===== config.mk =====
export PLATFORM = sky130hd
export DESIGN_NAME = div_iter
export DESIGN_NICKNAME = d
export VERILOG_FILES = /design/src/rtl/div_iter.sv
export SDC_FILE = /design/constraint.sdc
export NUM_CORES = 1
export LEC_CHECK = 0
export ABC_AREA = 1
export CORE_AREA = 2 2 148 150
export CTS_CLUSTER_DIAMETER = 80
export DETAILED_ROUTE_END_ITERATION = 8
export DIE_AREA = 0 0 150 152
export DONT_BUFFER_PORTS = 1
export GPL_TIMING_DRIVEN = 0
export PLACE_DENSITY = 0.74
export SLEW_MARGIN = 15
export SYNTH_ARGS = -nofsm -noshare
export SYNTH_HDL_FRONTEND = slang
export SYNTH_SLANG_ARGS = --single-unit
export TNS_END_PERCENT = 20

===== constraint.sdc =====
create_clock -name clk -period 4.45 [get_ports clk]
set_input_delay 0.89 -clock clk [delete_from_list [all_inputs] [get_ports clk]]
set_output_delay 0.89 -clock clk [all_outputs]
set_load 0.01 [all_outputs]

===== src/rtl/div_iter.sv =====
// ============================================================================
// Module   : div_iter
// Brief    : Iterative restoring shift-subtract divider for the EX stage.
//            Executes DIV/DIVU and returns {remainder, quotient} for HI/LO.
//            Resolves STEP quotient bits per cycle over WIDTH/STEP cycles.
// Options  : `define DIV_ANNUL_EN adds the annul_i port, which aborts an
//            in-flight division (ZERO or ON) back to FREE.
// Revision : 1.0 - initial release
// ============================================================================
`default_nettype none

module div_iter #(
  parameter int WIDTH = 32,
  parameter int STEP  = 1
) (
  input  logic               clk,
  input  logic               rst,
  input  logic               signed_div_i,
  input  logic [WIDTH-1:0]   opdata1_i,
  input  logic [WIDTH-1:0]   opdata2_i,
  input  logic               start_i,
`ifdef DIV_ANNUL_EN
  input  logic               annul_i,
`endif
  output logic [2*WIDTH-1:0] result_o,
  output logic               ready_o,
  output logic               busy_o,
  output logic               div0_o
);

  // Iteration count and a counter wide enough to hold it.
  localparam int N  = WIDTH / STEP;
  localparam int CW = $clog2(N + 1);

  // FSM encoding.
  localparam logic [1:0] ST_FREE = 2'd0;
  localparam logic [1:0] ST_ZERO = 2'd1;
  localparam logic [1:0] ST_ON   = 2'd2;
  localparam logic [1:0] ST_DONE = 2'd3;

  logic [1:0]         state_q, state_d;
  logic [CW-1:0]      cnt_q;
  // Work register: {partial remainder (WIDTH+1 bits), dividend/quotient}.
  logic [2*WIDTH:0]   work_q;
  logic [WIDTH-1:0]   divisor_q;
  logic               q_neg_q;
  logic               r_neg_q;
  logic               div0_q;
  logic [2*WIDTH-1:0] result_q;

  logic               annul;
  logic               last_iter;
  logic [2*WIDTH:0]   work_step;
  logic [WIDTH:0]     trial;
  logic [WIDTH-1:0]   quot_mag;
  logic [WIDTH-1:0]   rem_mag;
  logic [WIDTH-1:0]   quot_fix;
  logic [WIDTH-1:0]   rem_fix;
  logic [WIDTH-1:0]   op1_mag;
  logic [WIDTH-1:0]   op2_mag;

`ifdef DIV_ANNUL_EN
  assign annul = annul_i;
`else
  assign annul = 1'b0;
`endif

  assign last_iter = (cnt_q == CW'(N - 1));

  // Operand magnitudes; -2^(WIDTH-1) negates to itself, read as unsigned.
  assign op1_mag = (signed_div_i && opdata1_i[WIDTH-1]) ? (WIDTH'(0) - opdata1_i) : opdata1_i;
  assign op2_mag = (signed_div_i && opdata2_i[WIDTH-1]) ? (WIDTH'(0) - opdata2_i) : opdata2_i;

  // One cycle of STEP restoring trial subtractions on the work register.
  always_comb begin
    work_step = work_q;
    trial     = '0;
    for (int s = 0; s < STEP; s++) begin
      work_step = {work_step[2*WIDTH-1:0], 1'b0};
      trial     = work_step[2*WIDTH:WIDTH] - {1'b0, divisor_q};
      // MSB clear means the partial remainder was >= divisor: keep the difference.
      if (!trial[WIDTH]) begin
        work_step[2*WIDTH:WIDTH] = trial;
        work_step[0]             = 1'b1;
      end
    end
  end

  // Sign fix-up: quotient sign is s1^s2, remainder follows the dividend.
  assign quot_mag = work_step[WIDTH-1:0];
  assign rem_mag  = work_step[2*WIDTH-1:WIDTH];
  assign quot_fix = q_neg_q ? (WIDTH'(0) - quot_mag) : quot_mag;
  assign rem_fix  = r_neg_q ? (WIDTH'(0) - rem_mag)  : rem_mag;

  // State register.
  always_ff @(posedge clk) begin
    if (rst) begin
      state_q <= ST_FREE;
    end else begin
      state_q <= state_d;
    end
  end

  // Next-state logic.
  always_comb begin
    state_d = state_q;
    case (state_q)
      ST_FREE: begin
        if (start_i) begin
          state_d = (opdata2_i == '0) ? ST_ZERO : ST_ON;
        end
      end
      ST_ZERO: begin
        state_d = annul ? ST_FREE : ST_DONE;
      end
      ST_ON: begin
        if (annul) begin
          state_d = ST_FREE;
        end else if (last_iter) begin
          state_d = ST_DONE;
        end
      end
      ST_DONE: begin
        if (!start_i) begin
          state_d = ST_FREE;
        end
      end
      default: state_d = ST_FREE;
    endcase
  end

  // Output decode; div0 is only reported alongside ready.
  always_comb begin
    ready_o = (state_q == ST_DONE);
    busy_o  = (state_q == ST_ZERO) || (state_q == ST_ON);
    div0_o  = (state_q == ST_DONE) && div0_q;
  end

  assign result_o = result_q;

  // Datapath: operand capture, iteration and result registration.
  always_ff @(posedge clk) begin
    if (rst) begin
      cnt_q     <= '0;
      work_q    <= '0;
      divisor_q <= '0;
      q_neg_q   <= 1'b0;
      r_neg_q   <= 1'b0;
      div0_q    <= 1'b0;
      result_q  <= '0;
    end else begin
      case (state_q)
        ST_FREE: begin
          if (start_i) begin
            cnt_q     <= '0;
            work_q    <= {{(WIDTH+1){1'b0}}, op1_mag};
            divisor_q <= op2_mag;
            q_neg_q   <= signed_div_i && (opdata1_i[WIDTH-1] ^ opdata2_i[WIDTH-1]);
            r_neg_q   <= signed_div_i && opdata1_i[WIDTH-1];
            div0_q    <= (opdata2_i == '0);
          end
        end
        ST_ZERO: begin
          // Result is cleared only on the way into DONE so an abort leaves it intact.
          if (!annul) begin
            result_q <= '0;
          end
        end
        ST_ON: begin
          work_q <= work_step;
          cnt_q  <= cnt_q + CW'(1);
          if (last_iter && !annul) begin
            result_q <= {rem_fix, quot_fix};
          end
        end
        default: begin
        end
      endcase
    end
  end

endmodule

`default_nettype wire


==> results.sh <==
export IMPL_crit_required_ns=4.77
export IMPL_switching_power_w=0.00322
export IMPL_synth_distinct_cells=50
export IMPL_synth_edf_count=0
export IMPL_yosysTopAreaCell="dfxtp_1"
export IMPL_r2r_slack_ns=0.32
export IMPL_combPwrFrac=0.472
export IMPL_final_common_cell="nand2_1"
export IMPL_critical_path_arrival_ns=4.45
export IMPL_synthFlopType="dfxtp_1"
export IMPL_grt_ovfl_total=0
export IMPL_p_clk_frac=0.231
export IMPL_vias=13500
export IMPL_fill_cells=2122
export IMPL_area_delta_synth_final_pct=8.65
export IMPL_cts_tree="done"
export IMPL_synth_xor_xnor_area_share=0.0521
export IMPL_outcome="finished, final reports clean"
export IMPL_maxSlewHeadroom=0.393
export IMPL_syn_nets=2147
export IMPL_async_reset_ff_frac=0
export IMPL_reg2reg_depth=26
export IMPL_cts_clk_slew_worst_paths_ns=0.08
export IMPL_fp_dieArea_sq_mm=0.0228
export IMPL_worst_slew_pin_slew_ns=0.910
export IMPL_cp_top_family="simple AND/OR/NAND/NOR gates"
export IMPL_hpwlAfterDp_mm=32.7
export IMPL_setup_viol=0
export IMPL_synth_top_area_frac=0.275
export IMPL_antennaDiodeCount=0
export IMPL_row_count=54
export IMPL_synth_compound_area_share=0.185
export IMPL_synth_cells=2038
export IMPL_ys_seq_area_frac=0.275
export IMPL_drtAntennaViolNets=0
export IMPL_ys_warn_count=0
export IMPL_min_path_cells=2
export IMPL_die_h_um=152
export IMPL_routed_via_density=5.73
export IMPL_syn_area_sq_mm=0.0124
export IMPL_worst_setup_path_start_kind="register"
export IMPL_p_seq_frac=0.296
export IMPL_power_leakage_nw=6.40
export IMPL_htree_levels=4
export IMPL_hold_path_class="reg -> reg"
export IMPL_drcViolationCount=0
export IMPL_crit_cells=26
export IMPL_numCtsBuffers=17
export IMPL_place_gp_congestion=0.946
export IMPL_synth_simple_area_share=0.343
export IMPL_switching_share=0.470
export IMPL_grt_util_all_layers=0.361
export IMPL_hold_ws_ns=0.484
export IMPL_wl_per_cell_um=17.5
export IMPL_clk_latency_ns=0.45
export IMPL_synth_area_top_cells="dfxtp_1 28%, nand2_1 18%, a21oi_1 9.9%"
export IMPL_grt_pass1_wl_mm=64.8
export IMPL_hold_buffers=0
export IMPL_drive_gt1_frac=0.0607
export IMPL_end_kind="register"
export IMPL_synth_top_family_by_area="simple AND/OR/NAND/NOR gates"
export IMPL_muxShareOfSynthArea=0
export IMPL_p_total_w=0.00684
export IMPL_clockRootBuffer="clkbuf_16"
export IMPL_antenna_found_initial=1
export IMPL_drt_iter0_drc=1041
export IMPL_power_internal_w=0.00363
export IMPL_ios=135
export IMPL_final_cell_mix="604 x nand2_1, 246 x a21oi_1, 240 x inv_1"
export IMPL_max_cap_violations=0
export IMPL_slew_violations=0
export IMPL_cpMostUsedCell="inv_1"
export IMPL_die_x_um=150
export IMPL_finClkSkew_ns=0.0253
export IMPL_ir_drop_v=0.000418
export IMPL_core_sq_mm=0.0214
export IMPL_fin_tns_setup_ns=0
export IMPL_worstPathMaxFanout=5
export IMPL_fin_crit_ns=4.13
export IMPL_grt_max_degree=18
export IMPL_cp_num_buf_inv=4
export IMPL_portBuffers=0
export IMPL_reg2reg_from="divisor_q[27]"
export IMPL_nNetsFinal=2172
export IMPL_syn_avg_cell_area_sq_um=6.11
export IMPL_criticalPathCategory="reg -> reg"
export IMPL_power_per_cell_area_mw_per_mm2=506
export IMPL_max_freq_mhz=242
export IMPL_holdCritStartpoint="div0_q"
export IMPL_cpPeakStageDelay_ns=0.40
export IMPL_clkSinkCount=171
export IMPL_min_to="div0_q"
export IMPL_rr_endpoint="result_o[30]"
export IMPL_ys_ff_latch=171
export IMPL_grt_pass1_vias=12600
export IMPL_fin_crit_sh=0.928
export IMPL_hold_viol_final=0
export IMPL_routed_wl_mm=41.3
export IMPL_cts_root_to_sink_buffers=2
export IMPL_dr_pass1_iters=5
export IMPL_start_util=0.583
export IMPL_synth_fa_ha_area_frac=0.0418
export IMPL_critPathSlowestCell="ha_1"
==> cell usage after synthesis, types with 3 or more instances <==
cell	instances
o211ai_1	18
a31oi_1	5
nand3_1	110
o21ai_0	108
nand2_1	604
dfxtp_1	171
nand2_4	6
inv_1	241
xnor2_1	27
nand3b_1	10
or2_2	7
nor2_2	8
o21ai_2	3
nor2_1	170
nand2_2	24
a21oi_4	3
nand4_1	17
a221oi_1	4
a21oi_1	247
nor4_1	10
buf_6	4
ha_1	40
nor3_1	26
clkbuf_1	60
o221ai_1	5
xor2_1	47
o21bai_1	8
a21o_1	3
o21ai_1	9
o31ai_1	3
inv_2	6
buf_1	3
buf_2	5
==> power groups by stage <==
stage | logic, W | registers [W] | clock network (W)
floorplan | 0.00227 | 0.00196 | 0
global placement | 0.00301 | 0.00203 | 0
detailed placement | 0.00305 | 0.00204 | 0
CTS | 0.00310 | 0.00201 | 0.00159
global route | 0.00361 | 0.00205 | 0.00165
finish | 0.00323 | 0.00203 | 0.00158
==> metal layers <==
layer	GRT usage	up-vias	wire [um]
li1	-	6660	-
met1	0.454	6204	17200
met2	0.604	531	19400
met3	0.0706	108	3000
met4	0.146	2	1730
met5	0	-	9
==> worst max path at each step <==
stage | start | to | slack [ns]
finish | divisor_q[27] | result_o[30] | 0.32
global route | work_q[31] | result_o[30] | -0.01
CTS | divisor_q[0] | result_o[30] | 0.08
detailed placement | divisor_q[0] | result_o[30] | -0.58
global placement | divisor_q[0] | result_o[30] | -0.49
floorplan | work_q[31] | result_o[30] | 0.47
==> worst register-to-register path, stage by stage (launching register included) <==
cell and delay [ns]:
dfxtp_1 0.36, inv_1 0.11, ha_1 0.40, nand2_1 0.14
nor2_2 0.18, nand2_1 0.12, nor2_2 0.17, nand2_4 0.11
nand2_4 0.09, nand2_2 0.10, nand2_4 0.10, ha_1 0.15
inv_1 0.08, nor3_4 0.13, nor3b_4 0.23, nand3_1 0.14
nand3b_1 0.22, nor2_2 0.17, inv_1 0.10, o21ai_4 0.18
o21ai_2 0.12, a21oi_2 0.20, inv_1 0.08, nor2_1 0.09
nand2_1 0.05, nand3_1 0.10, a21oi_1 0.07
==> flip-flops by register name, summed over array words and instances (netlist names) <==
name and count:
div0_q 1, r_neg_q 1, state_q 2, cnt_q 6
q_neg_q 1, divisor_q 32, result_o 64, work_q 64
==> layout make-up <==
class / instances / area [sq um] / share of cell area
sequential: 171 / 3430 / 0.253
timing repair buffer: 7 / 52.6 / 0.00389
clock inverter: 14 / 174 / 0.0129
inverter: 249 / 935 / 0.0691
multi-input combinational: 1543 / 7810 / 0.577
buffer: 74 / 339 / 0.0251
clock buffer: 18 / 439 / 0.0325
tap: 280 / 350 / 0.0259
==> cell families after synthesis <==
| kind of cell | count (synthesis) |
|---|---|
| XOR/XNOR | 74 |
| flip-flops | 171 |
| adder cells (fa/ha/maj) | 41 |
| AND/OR/NAND/NOR | 1005 |
| buffers and inverters | 324 |
| AO/OA/AOI/OAI | 423 |
==> what timing repair did <==
action                                  in CTS  in global routing
setup buffers                                2                  5
pin swaps                                    1                  2
endpoints found under the setup margin       5                  5
gates resized for setup                      4                 11
==> metrics by stage <==
step / worst slack, ns / area (sq um) / util / cells
2_1_floorplan: 0.472 / 12400 / - / 2038
3_3_place_gp: -0.488 / 12800 / 0.599 / 2318
3_5_place_dp: -0.582 / 12800 / 0.599 / 2318
4_1_cts: 0.0809 / 13400 / 0.629 / 2351
5_1_grt: -0.00960 / 13500 / 0.633 / 2356
6_report: 0.318 / 13500 / 0.633 / 2356
No activity file was read; power rests on OpenSTA's default activity.
